$ cat src/rtl/pixel_scheduler_pkg.sv
// Shared types and default frame geometry for the pixel scheduler and its arbiter.
package pixel_scheduler_pkg;

  localparam int FRAC   = 16;
  localparam int WIDTH  = 640;
  localparam int HEIGHT = 480;

  typedef logic signed [31:0] coord_t;
  typedef logic [9:0]         pix_x_t;
  typedef logic [8:0]         pix_y_t;
  typedef logic [9:0]         depth_t;

  typedef enum logic [1:0] {IDLE, SCAN, DRAIN} sched_state_t;

endpackage

$ cat src/rtl/pixel_scheduler_rr_arbiter.sv
// Round-robin arbiter: one-hot grant, search starts at ptr, ptr moves past the grant on accept.
module rr_arbiter
  import pixel_scheduler_pkg::*;
#(
  parameter int N = 4
) (
  input  logic         sysclk,
  input  logic         reset,
  input  logic [N-1:0] req,
  input  logic         accept,
  output logic [N-1:0] grant
);

  localparam int PW = (N > 1) ? $clog2(N) : 1;

  logic [PW-1:0] ptr;
  logic          found;

  // Two passes: indices at/after ptr first, then the wrapped ones.
  always_comb begin
    grant = '0;
    found = 1'b0;
    for (int k = 0; k < N; k++) begin
      if (!found && req[k] && k >= int'(ptr)) begin
        grant[k] = 1'b1;
        found    = 1'b1;
      end
    end
    for (int k = 0; k < N; k++) begin
      if (!found && req[k] && k < int'(ptr)) begin
        grant[k] = 1'b1;
        found    = 1'b1;
      end
    end
  end

  always_ff @(posedge sysclk or posedge reset) begin
    if (reset) begin
      ptr <= '0;
    end else if (accept) begin
      for (int k = 0; k < N; k++) begin
        if (grant[k]) ptr <= (k == N - 1) ? '0 : PW'(k + 1);
      end
    end
  end

endmodule

$ cat src/rtl/pixel_scheduler.sv
// Raster-scans a frame, dispatches each pixel's c to a free engine and streams tagged results.
module pixel_scheduler
  import pixel_scheduler_pkg::*;
#(
  parameter int N_ENG  = 4,
  parameter int WIDTH  = pixel_scheduler_pkg::WIDTH,
  parameter int HEIGHT = pixel_scheduler_pkg::HEIGHT
) (
  input  logic                sysclk,
  input  logic                reset,
  input  logic                frame_start,
  input  logic [31:0]         re_origin,
  input  logic [31:0]         im_origin,
  input  logic [31:0]         step,
  output logic [N_ENG-1:0]    eng_start,
  output logic [N_ENG*32-1:0] eng_re_c,
  output logic [N_ENG*32-1:0] eng_im_c,
  input  logic [N_ENG-1:0]    eng_done,
  input  logic [N_ENG*10-1:0] eng_depth,
  output logic                out_valid,
  input  logic                out_ready,
  output logic [9:0]          out_x,
  output logic [8:0]          out_y,
  output logic [9:0]          out_depth,
  output logic                busy,
  output logic                frame_done
);

  sched_state_t state, state_nxt;
  coord_t cur_re, cur_im, re0, step_q;
  coord_t b_re, b_im, b_re0, b_step;
  pix_x_t x, b_x, sel_x;
  pix_y_t y, b_y, sel_y;
  depth_t sel_d;
  logic   idle_start, dispatch, last_px, can_load, collect, drain_done;

  logic [N_ENG-1:0]       busy_q, start_q, disp_oh, done_ok, grant;
  logic [N_ENG-1:0][1:0]  hold_cnt;
  logic [N_ENG-1:0][31:0] re_c_q, im_c_q;
  logic [N_ENG-1:0][9:0]  tag_x, depth_in;
  logic [N_ENG-1:0][8:0]  tag_y;

  assign depth_in = eng_depth;

  // A frame_start in IDLE dispatches pixel (0,0) straight from the view inputs.
  assign idle_start = (state == IDLE) && frame_start;
  assign b_x    = idle_start ? '0 : x;
  assign b_y    = idle_start ? '0 : y;
  assign b_re   = idle_start ? coord_t'(re_origin) : cur_re;
  assign b_im   = idle_start ? coord_t'(im_origin) : cur_im;
  assign b_re0  = idle_start ? coord_t'(re_origin) : re0;
  assign b_step = idle_start ? coord_t'(step)      : step_q;

  assign disp_oh    = ~busy_q & (busy_q + N_ENG'(1));
  assign dispatch   = (idle_start || state == SCAN) && !(&busy_q);
  assign last_px    = (b_x == pix_x_t'(WIDTH - 1)) && (b_y == pix_y_t'(HEIGHT - 1));
  assign can_load   = !out_valid || out_ready;
  assign collect    = can_load && (|done_ok);
  assign drain_done = (state == DRAIN) && (busy_q == '0) && !out_valid;

  always_comb begin
    state_nxt = state;
    case (state)
      IDLE:    if (frame_start) state_nxt = (dispatch && last_px) ? DRAIN : SCAN;
      SCAN:    if (dispatch && last_px) state_nxt = DRAIN;
      DRAIN:   if (drain_done) state_nxt = IDLE;
      default: state_nxt = IDLE;
    endcase
  end

  // The first two cycles after a start still see the previous pixel's done level.
  always_comb begin
    done_ok = '0;
    for (int k = 0; k < N_ENG; k++)
      done_ok[k] = busy_q[k] && eng_done[k] && (hold_cnt[k] == 2'd0);
  end

  always_comb begin
    sel_x = '0;
    sel_y = '0;
    sel_d = '0;
    for (int k = 0; k < N_ENG; k++) begin
      if (grant[k]) begin
        sel_x = sel_x | tag_x[k];
        sel_y = sel_y | tag_y[k];
        sel_d = sel_d | depth_in[k];
      end
    end
  end

  rr_arbiter #(.N(N_ENG)) u_arb (
    .sysclk (sysclk),
    .reset  (reset),
    .req    (done_ok),
    .accept (collect),
    .grant  (grant)
  );

  always_ff @(posedge sysclk or posedge reset) begin
    if (reset) begin
      state      <= IDLE;
      cur_re     <= '0;
      cur_im     <= '0;
      re0        <= '0;
      step_q     <= '0;
      x          <= '0;
      y          <= '0;
      busy_q     <= '0;
      start_q    <= '0;
      hold_cnt   <= '0;
      re_c_q     <= '0;
      im_c_q     <= '0;
      tag_x      <= '0;
      tag_y      <= '0;
      out_valid  <= 1'b0;
      out_x      <= '0;
      out_y      <= '0;
      out_depth  <= '0;
      frame_done <= 1'b0;
    end else begin
      state      <= state_nxt;
      frame_done <= drain_done;
      if (idle_start) begin
        re0    <= coord_t'(re_origin);
        step_q <= coord_t'(step);
      end
      if (dispatch) begin
        if (b_x == pix_x_t'(WIDTH - 1)) begin
          x      <= '0;
          y      <= b_y + pix_y_t'(1);
          cur_re <= b_re0;
          cur_im <= b_im + b_step;
        end else begin
          x      <= b_x + pix_x_t'(1);
          y      <= b_y;
          cur_re <= b_re + b_step;
          cur_im <= b_im;
        end
      end else if (idle_start) begin
        x      <= '0;
        y      <= '0;
        cur_re <= coord_t'(re_origin);
        cur_im <= coord_t'(im_origin);
      end
      for (int k = 0; k < N_ENG; k++) begin
        start_q[k] <= dispatch && disp_oh[k];
        if (dispatch && disp_oh[k]) begin
          re_c_q[k]   <= b_re;
          im_c_q[k]   <= b_im;
          tag_x[k]    <= b_x;
          tag_y[k]    <= b_y;
          busy_q[k]   <= 1'b1;
          hold_cnt[k] <= 2'd2;
        end else begin
          if (hold_cnt[k] != 2'd0) hold_cnt[k] <= hold_cnt[k] - 2'd1;
          if (collect && grant[k]) busy_q[k] <= 1'b0;
        end
      end
      if (collect) begin
        out_valid <= 1'b1;
        out_x     <= sel_x;
        out_y     <= sel_y;
        out_depth <= sel_d;
      end else if (out_ready) begin
        out_valid <= 1'b0;
      end
    end
  end

  assign eng_start = start_q;
  assign eng_re_c  = re_c_q;
  assign eng_im_c  = im_c_q;
  assign busy      = (state != IDLE);

endmodule

$ cat config.mk
export PLATFORM = sky130hd
export DESIGN_NAME = pixel_scheduler
export DESIGN_NICKNAME = d
export VERILOG_FILES = /design/src/rtl/pixel_scheduler_pkg.sv /design/src/rtl/pixel_scheduler_rr_arbiter.sv /design/src/rtl/pixel_scheduler.sv
export SDC_FILE = /design/constraint.sdc
export NUM_CORES = 1
export LEC_CHECK = 0
export ABC_CLOCK_PERIOD_IN_PS = 16600
export BUFFER_PORTS_ARGS = -buffer_cell sky130_fd_sc_hd__buf_4
export CORE_MARGIN = 5
export CORE_UTILIZATION = 51
export CTS_CLUSTER_SIZE = 8
export DETAILED_ROUTE_END_ITERATION = 10
export PLACE_DENSITY = 0.77
export RECOVER_POWER = 25
export SYNTH_ARGS = -nofsm -noshare
export SYNTH_HDL_FRONTEND = slang
export SYNTH_SLANG_ARGS = --single-unit
$ cat constraint.sdc
create_clock -name sysclk -period 16.6 [get_ports sysclk]
set_input_delay 0.83 -clock sysclk [delete_from_list [all_inputs] [get_ports sysclk]]
set_output_delay 0.83 -clock sysclk [all_outputs]
set_load 0.03 [all_outputs]
==> results.md, run 1 <==
- Status: finished with violations
- Failing checks: capacitance limit, slew limit
- CTS tree: yes
- Dominant cells by area after synthesis: dfrtp_1 (56%), nand2_1 (9.0%), o21ai_0 (7.2%)
- Final slew viol count: 260
- CTS buffer count: between 70 and 80
- Clock network power share: between 20 and 25%
- Hold buffers post-CTS: 0
- Crit. End Element: flop
- Fin cells: 3519
- Netlist cell types: 67
- Gpl congestion: 0.8842
- Synthesized Nets: approximately 2700
- Mean Syn Cell Area: ~9.5 um^2
- P_sw: 0.002864 W
- WL per Instance: a little over 20 um
- Final setup fails: 0
- Final period util: about two fifths
- Layout area overhead: 20.88%
- Sequential area share after synthesis: 55.89%
- Max Clk Rate: 0.1440 GHz
- Leading area contributor after synthesis: dfrtp_1
- Highest routed layer: met4
- Lkg Pwr: roughly 14 nW
- Inst Count DP: roughly 3400
- DRC viols: 0
- Global-route wire length before repair: between 100000 and 150000 um
- Seq pwr share: between 30 and 40%
- CTS clk-pin slew, worst paths: 0.05 ns
- Top cell type's share of synthesized area: between 50% and 60%
- Grt ovf: 0
- H-tree depth: 3
- Hold violation count in the final report: 0
- Layout cells sized above 1: roughly 12%
- Synth Cell Area: 0.02373 mm^2
- Post-synth EDFFs: 0
- 1st-iter DRT viols: about 1700
- Top-count cell post-synth: nand2_1
- CTS max path bufs: 3
- CP Launch Type: flop
- Post-cts sizing count: 0
- Worst Tran Pin Value: between 4 and 5 ns
- M1 WL: 29380 um
- Yosys reg bits: 530
- Pwr/cell area: 221.3 mW/mm^2
- CP Class: flop to flop
- Worst skew pair latency: about 0.61 ns
- Vias: 20021
- RSZ-0062 raised after global routing: false
- I/O pins: between 400 and 500
- CTS Sinks: between 500 and 600
- Post-layout min period: a little under 7 ns
- Register area: about 0.013 mm^2
- Routed vias/inst: roughly 5.7
- First drt pass iteration count: 5
- Post-DP HPWL: 49840 um
- Yosys warning count: 0
- Die height: roughly 230 um
- WP data arrival: 7.44 ns
- Post-CTS setup buffer count: 0
- Core footprint: 0.04626 mm^2
- Met3 WL post-DR: between 4000 and 5000 um
- Flop2flop setup slack: around 9.7 ns
- Sw frac: between 40 and 50%
- Initial antenna violation count: 3
- Multi-input logic area: 0.009630 mm^2
- Worst hold path type: input pin to flop
- Full die area: ~0.051 mm^2
- Total Routing Usage GR: 27.44%
- Post-synth top cells: nand2_1 (571), dfrtp_1 (530), o21ai_0 (341)
- Post-Route Utilization: 62.01%
- Top FF cell, synth: dfrtp_1
- Final wirelength: between 70000 and 80000 um
- Fillers: about 4100
- Clk root buf: clkbuf_16
- Required @ worst endpoint: 17.10 ns
- Width of the die: roughly 230 um
- Vias in the first global route: 19921
- Cell internal pwr: 0.003484 W
- Crit path max fanout: roughly 70
- Met2 Wirelength: ~35000 um
- TNS Setup: 0 ns
- Combinational power share: a little under half
- Relative slew slack: -207.0%
- PortBufs: 435
- NumNets Final: 3116
- Largest net degree at the start of global routing: ~170
- Remaining antenna violation count: 0
- Number of max-cap violations: 3
- Post-Syn Instances: about 2500
- Fraction of registers with async set or reset after synthesis: 100.0%
- Initial core utilization: 51.30%
- Row count: 79
- Clock Skew: 0.03406 ns
- Maximum vdd drop: between 0.00015 and 0.0002 V
[path summary, 6_finish.rpt]
| kind | startpoint | to | depth (start not counted) |
|---|---|---|---|
| setup / recovery | state[0] | cur_re[30] | 19 |
| hold / removal | re_origin[20] | re0[20] | 3 |
| setup reg to reg | state[0] | cur_re[30] | 19 |
| hold reg to reg | re0[26] | re0[26] | 2 |
| max in group asynchronous | reset | eng_re_c[105] | 4 |
| min in group asynchronous | reset | out_y[8] | 2 |
[power groups by stage]
stage / Combinational (W) / Sequential, W / Clock [W]
6_report: 0.00293 / 0.00205 / 0.00136
5_1_grt: 0.00321 / 0.00209 / 0.00145
4_1_cts: 0.00315 / 0.00205 / 0.00139
3_5_place_dp: 0.00313 / 0.00206 / 0
3_3_place_gp: 0.00306 / 0.00204 / 0
2_1_floorplan: 0.00142 / 0.00265 / 0
[state kept, by name, indices dropped and copies added, names as in the netlist, 32 cells and up]
signal	count
cur_re	32
cur_im	32
step_q	32
eng_re_c	128
tag_x	40
re0	32
tag_y	36
eng_im_c	128
[placed cells by master, fill, tap and decap left out, types with 31 or more instances in the layout]
master	n
nand2_1	571
dfrtp_1	530
o21ai_0	341
buf_4	233
clkbuf_1	227
a21oi_1	160
nor2_1	140
inv_1	96
clkbuf_16	77
ha_1	68
mux2i_1	44
xor2_1	41
a21o_1	33
a211oi_1	32
a21boi_0	31
[worst max-delay path, stage by stage, from the launching register on]
cell,delay (ns)
dfrtp_1,0.38
or2_2,0.33
nor2_1,0.09
clkbuf_1,2.39
nand2_1,0.35
a21boi_0,0.45
inv_1,0.18
ha_1,0.22
inv_1,0.07
fa_1,0.38
nor2b_1,0.24
o2111ai_1,0.17
a211o_1,0.31
a21oi_1,0.21
o21a_1,0.21
a21oi_1,0.11
a31oi_1,0.21
a31oi_1,0.13
xor2_1,0.15
a221oi_1,0.25
[metrics by stage]
stage / hold WS [ns] / cell area, um^2 / setup slack [ns] / power [W]
2_1_floorplan: 0.4361 / 23730 / 0.9598 / 0.004075
3_3_place_gp: 0.4496 / 27520 / 10.86 / 0.005103
3_5_place_dp: 0.4569 / 27520 / 10.88 / 0.005196
4_1_cts: 0.3825 / 29550 / 11.38 / 0.006593
5_1_grt: 0.4599 / 28690 / 9.018 / 0.006750
6_report: 0.4577 / 28690 / 9.654 / 0.006348
[cells by family (layout without fill, tap and decap cells)]
| kind of cell | after synthesis | in the layout | synth area share [%] |
|---|---|---|---|
| AOI/OAI and AO/OA | 730 | 730 | 18.06 |
| xor gates and xnor gates | 66 | 66 | 2.436 |
| adders and majority gates | 70 | 70 | 3.754 |
| buffers and inverters | 238 | 645 | 3.807 |
| DFF | 530 | 530 | 55.89 |
| muxes | 48 | 48 | 2.046 |
| other | 0 | 3 | 0 |
| and+or+nand+nor | 820 | 820 | 14.01 |
[per-layer routing]
layer / global-route usage [%] / vias to the layer above
li1: - / 9312
met1: 36.43 / 9856
met2: 45.80 / 715
met3: 4.823 / 138
met4: 9.801 / 0
met5: 0 / -
[area by class of cell]
| type | count | area share (%) |
|---|---|---|
| sequential | 530 | 46.24 |
| multi-input combinational | 1734 | 33.57 |
| timing repair buffer | 462 | 9.164 |
| clock buffer | 80 | 6.861 |
| tap | 607 | 2.648 |
| inverter | 98 | 1.287 |
| clock inverter | 5 | 0.2050 |
| antenna | 3 | 0.02617 |
No activity file was read; power rests on OpenSTA's default activity.
==> inputs of run 2 (changes only) <==
--- a/config.mk
+++ b/config.mk
@@ -5,10 +5,11 @@
 export SDC_FILE = /design/constraint.sdc
 export NUM_CORES = 1
 export LEC_CHECK = 0
-export ABC_CLOCK_PERIOD_IN_PS = 16600
+export ABC_AREA = 1
+export ABC_CLOCK_PERIOD_IN_PS = 5900
 export BUFFER_PORTS_ARGS = -buffer_cell sky130_fd_sc_hd__buf_4
 export CORE_MARGIN = 5
-export CORE_UTILIZATION = 51
+export CORE_UTILIZATION = 52
 export CTS_CLUSTER_SIZE = 8
 export DETAILED_ROUTE_END_ITERATION = 10
 export PLACE_DENSITY = 0.77
==> constraint.sdc (replaced) <==
create_clock -name sysclk -period 5.9 [get_ports sysclk]
set_input_delay 0.295 -clock sysclk [delete_from_list [all_inputs] [get_ports sysclk]]
set_output_delay 0.295 -clock sysclk [all_outputs]
set_load 0.03 [all_outputs]
==> results.md, run 2 <==
- Status: finished with violations
- Failing checks: capacitance limit, slew limit
- Crit path max fanout: around 130
- Synth Area in Adders: 3.346%
- CP Class: input pin to async pin
- Synth Cell Area: approximately 0.027 mm^2
- Remaining antenna violation count: 0
- Vias in the first global route: ~24000
- Final period util: ~67%
- Pwr/cell area: between 700 and 800 mW/mm^2
- Post-synth top cells: nand2_1 (1237), dfrtp_1 (530), inv_1 (410)
- Yosys reg bits: 530
- Worst path max stage delay: 2.23 ns
- Initial core utilization: 52.21%
- CP max stage cell: clkbuf_2
- Register area: 0.01326 mm^2
- Reg2reg end: cur_im[18]
- Initial antenna violation count: 3
- Width of the die: approximately 240 um
- Final setup fails: 0
- WHS Endpoint: out_depth[1]
- Vias: roughly 25000
- Dominant combinational cell family by area after synthesis: simple AND/OR/NAND/NOR gates
- TNS Setup: 0 ns
- Maximum vdd drop: approximately 0.00032 V
- Hold Startpoint: eng_depth[11]
- Crit-path cells: dlygate4sd3_1 -> clkbuf_4 -> clkinvlp_2 -> clkbuf_2
- WL per Instance: 18.99 um
- Layout area overhead: 21.81%
- Core footprint: a little over 0.05 mm^2
- Max Clk Rate: 0.2546 GHz
- RSZ-0062 raised after global routing: false
- I/O pins: 436
- Post-DP HPWL: roughly 63000 um
- Post-DP Area: between 0.03 and 0.04 mm^2
- CTS clk-pin slew, worst paths: 0.05 ns
- Clock Skew: 0.02443 ns
- Post-layout min period: around 4 ns
- Grt ovf: 0
- Leading area contributor after synthesis: dfrtp_1
- PortBufs: 435
- Most frequent cells in the layout: nand2_1 (1236), dfrtp_1 (530), inv_1 (408)
- Commonest non-fill, non-tap cell in the layout: nand2_1
- Number of max-cap violations: 2
- Total Routing Usage GR: between 30% and 40%
- Final Cell Area: between 0.03 and 0.04 mm^2
- Layout cells sized above 1: 11.71%
- Post-Synth Simple-Gate Area: a little over a quarter
- Global-route wire length before repair: about 140000 um
- CTS tree: yes
- Post-synth EDFFs: 0
- Yosys warning count: 0
- Synth Area in XOR/XNOR: under 10%
- Crit. End Element: async pin
- Worst skew pair latency: a little over 0.6 ns
- Worst Path Buf+Inv: 4
- CTS max path bufs: 3
- CTS buffer count: 76
- Top cell type's share of synthesized area: approximately half
- Fin Hold WS: about 0.025 ns
- Required @ worst endpoint: just under 6 ns
- Relative slew slack: -105.8%
- Hold path cells: 5
- Final slew viol count: 242
- Worst Tran Pin Value: between 3 and 4 ns
- Fillers: between 4000 and 5000
- DRC viols: 0
- Lkg Pwr: between 15 and 20 nW
- Fraction of registers with async set or reset after synthesis: between 90% and 100%
- Sequential area share after synthesis: roughly 50%
- R2R depth: 18
- Post-Route Utilization: 63.59%
- Gpl congestion: 1.016
- CP delay by family, top: buffers and inverters
- Full die area: about 0.056 mm^2
- First drt pass iteration count: 6
- Routed vias/inst: around 5.4
- Clk root buf: clkbuf_16
- Mean Syn Cell Area: slightly below 8 um^2
- Netlist cell types: 46
- Post-Syn Instances: 3464
- WP data arrival: just under 4 ns
- H-tree depth: 3
- Top FF cell, synth: dfrtp_1
- Multiplexer share of the synthesized area: less than 1%
- Flop2flop setup slack: between 2 and 2.5 ns
- Synthesized Nets: ~3700
- CP Launch Type: input pin
- Multi-input logic area: roughly 0.011 mm^2
- NumNets Final: roughly 4100
- Hold violation count in the final report: 0
- Compound-cell area share of the yosys netlist: between 10% and 20%
- Worst hold path type: input pin to flop
- Die height: about 240 um
- CTS Sinks: 530
- Dominant cells by area after synthesis: dfrtp_1 (50%), nand2_1 (17%), o21ai_0 (6.9%)
- Final wirelength: roughly 88000 um
- Top-count cell post-synth: nand2_1
- Row count: just over 80
- Largest net degree at the start of global routing: about 150
- FF-to-FF Start: state[1]
- 1st-iter DRT viols: 2384
run 2: through the flow:
step	setup slack, ns	std cells	power (W)
2_1_floorplan	-1.599	3464	0.01480
3_3_place_gp	2.173	4482	0.01911
3_5_place_dp	2.119	4482	0.01931
4_1_cts	2.093	4618	0.02338
5_1_grt	1.249	4620	0.02464
6_report	1.973	4620	0.02302
run 2: final cells by class:
cell class                 count  share of cell area (%)
sequential                   530                   40.90
multi-input combinational   2380                   34.62
timing repair buffer         524                   10.62
clock buffer                  81                   6.050
inverter                     417                   4.854
tap                          680                   2.624
clock inverter                 6                  0.3203
antenna                        2                 0.01543
run 2: per-layer routing:
metal  track usage [%]  wire length, um
met1             42.52            37350
met4             10.48             3184
met2             48.65            40420
met3             5.495             6783
met5                 0               17
run 2: worst min-delay path, delay by kind of cell:
kind / cells / cell delay, ns
buffers and inverters: 2 / 0.12
and+or+nand+nor: 3 / 0.18
run 2: repair_timing:
item,CTS,global route
hold buffers,49,0
buffers inserted,0,0
resized for setup,0,0
hold endpoints to repair,57,0
run 2: cells by family after synthesis:
group                    after synthesis
AO/OA/AOI/OAI                        533
XOR/XNOR                              34
adder cells (fa/ha/maj)               70
buffers and inverters                554
flip-flops                           530
multiplexers                           9
AND/OR/NAND/NOR                     1734
run 2: where the power goes:
group / internal, W / switching, W
registers: 0.00523 / 0.000737
logic: 0.00388 / 0.00927
clock network: 0.00234 / 0.00157
run 2: how the worst max path moves through the flow:
stage | start | to | cells past startpoint
2_1_floorplan | reset | busy_q[0] | 1
3_3_place_gp | state[1] | cur_re[31] | 18
3_5_place_dp | state[1] | cur_re[31] | 18
4_1_cts | state[1] | cur_im[18] | 18
5_1_grt | reset | eng_re_c[74] | 4
6_report | reset | eng_im_c[63] | 4
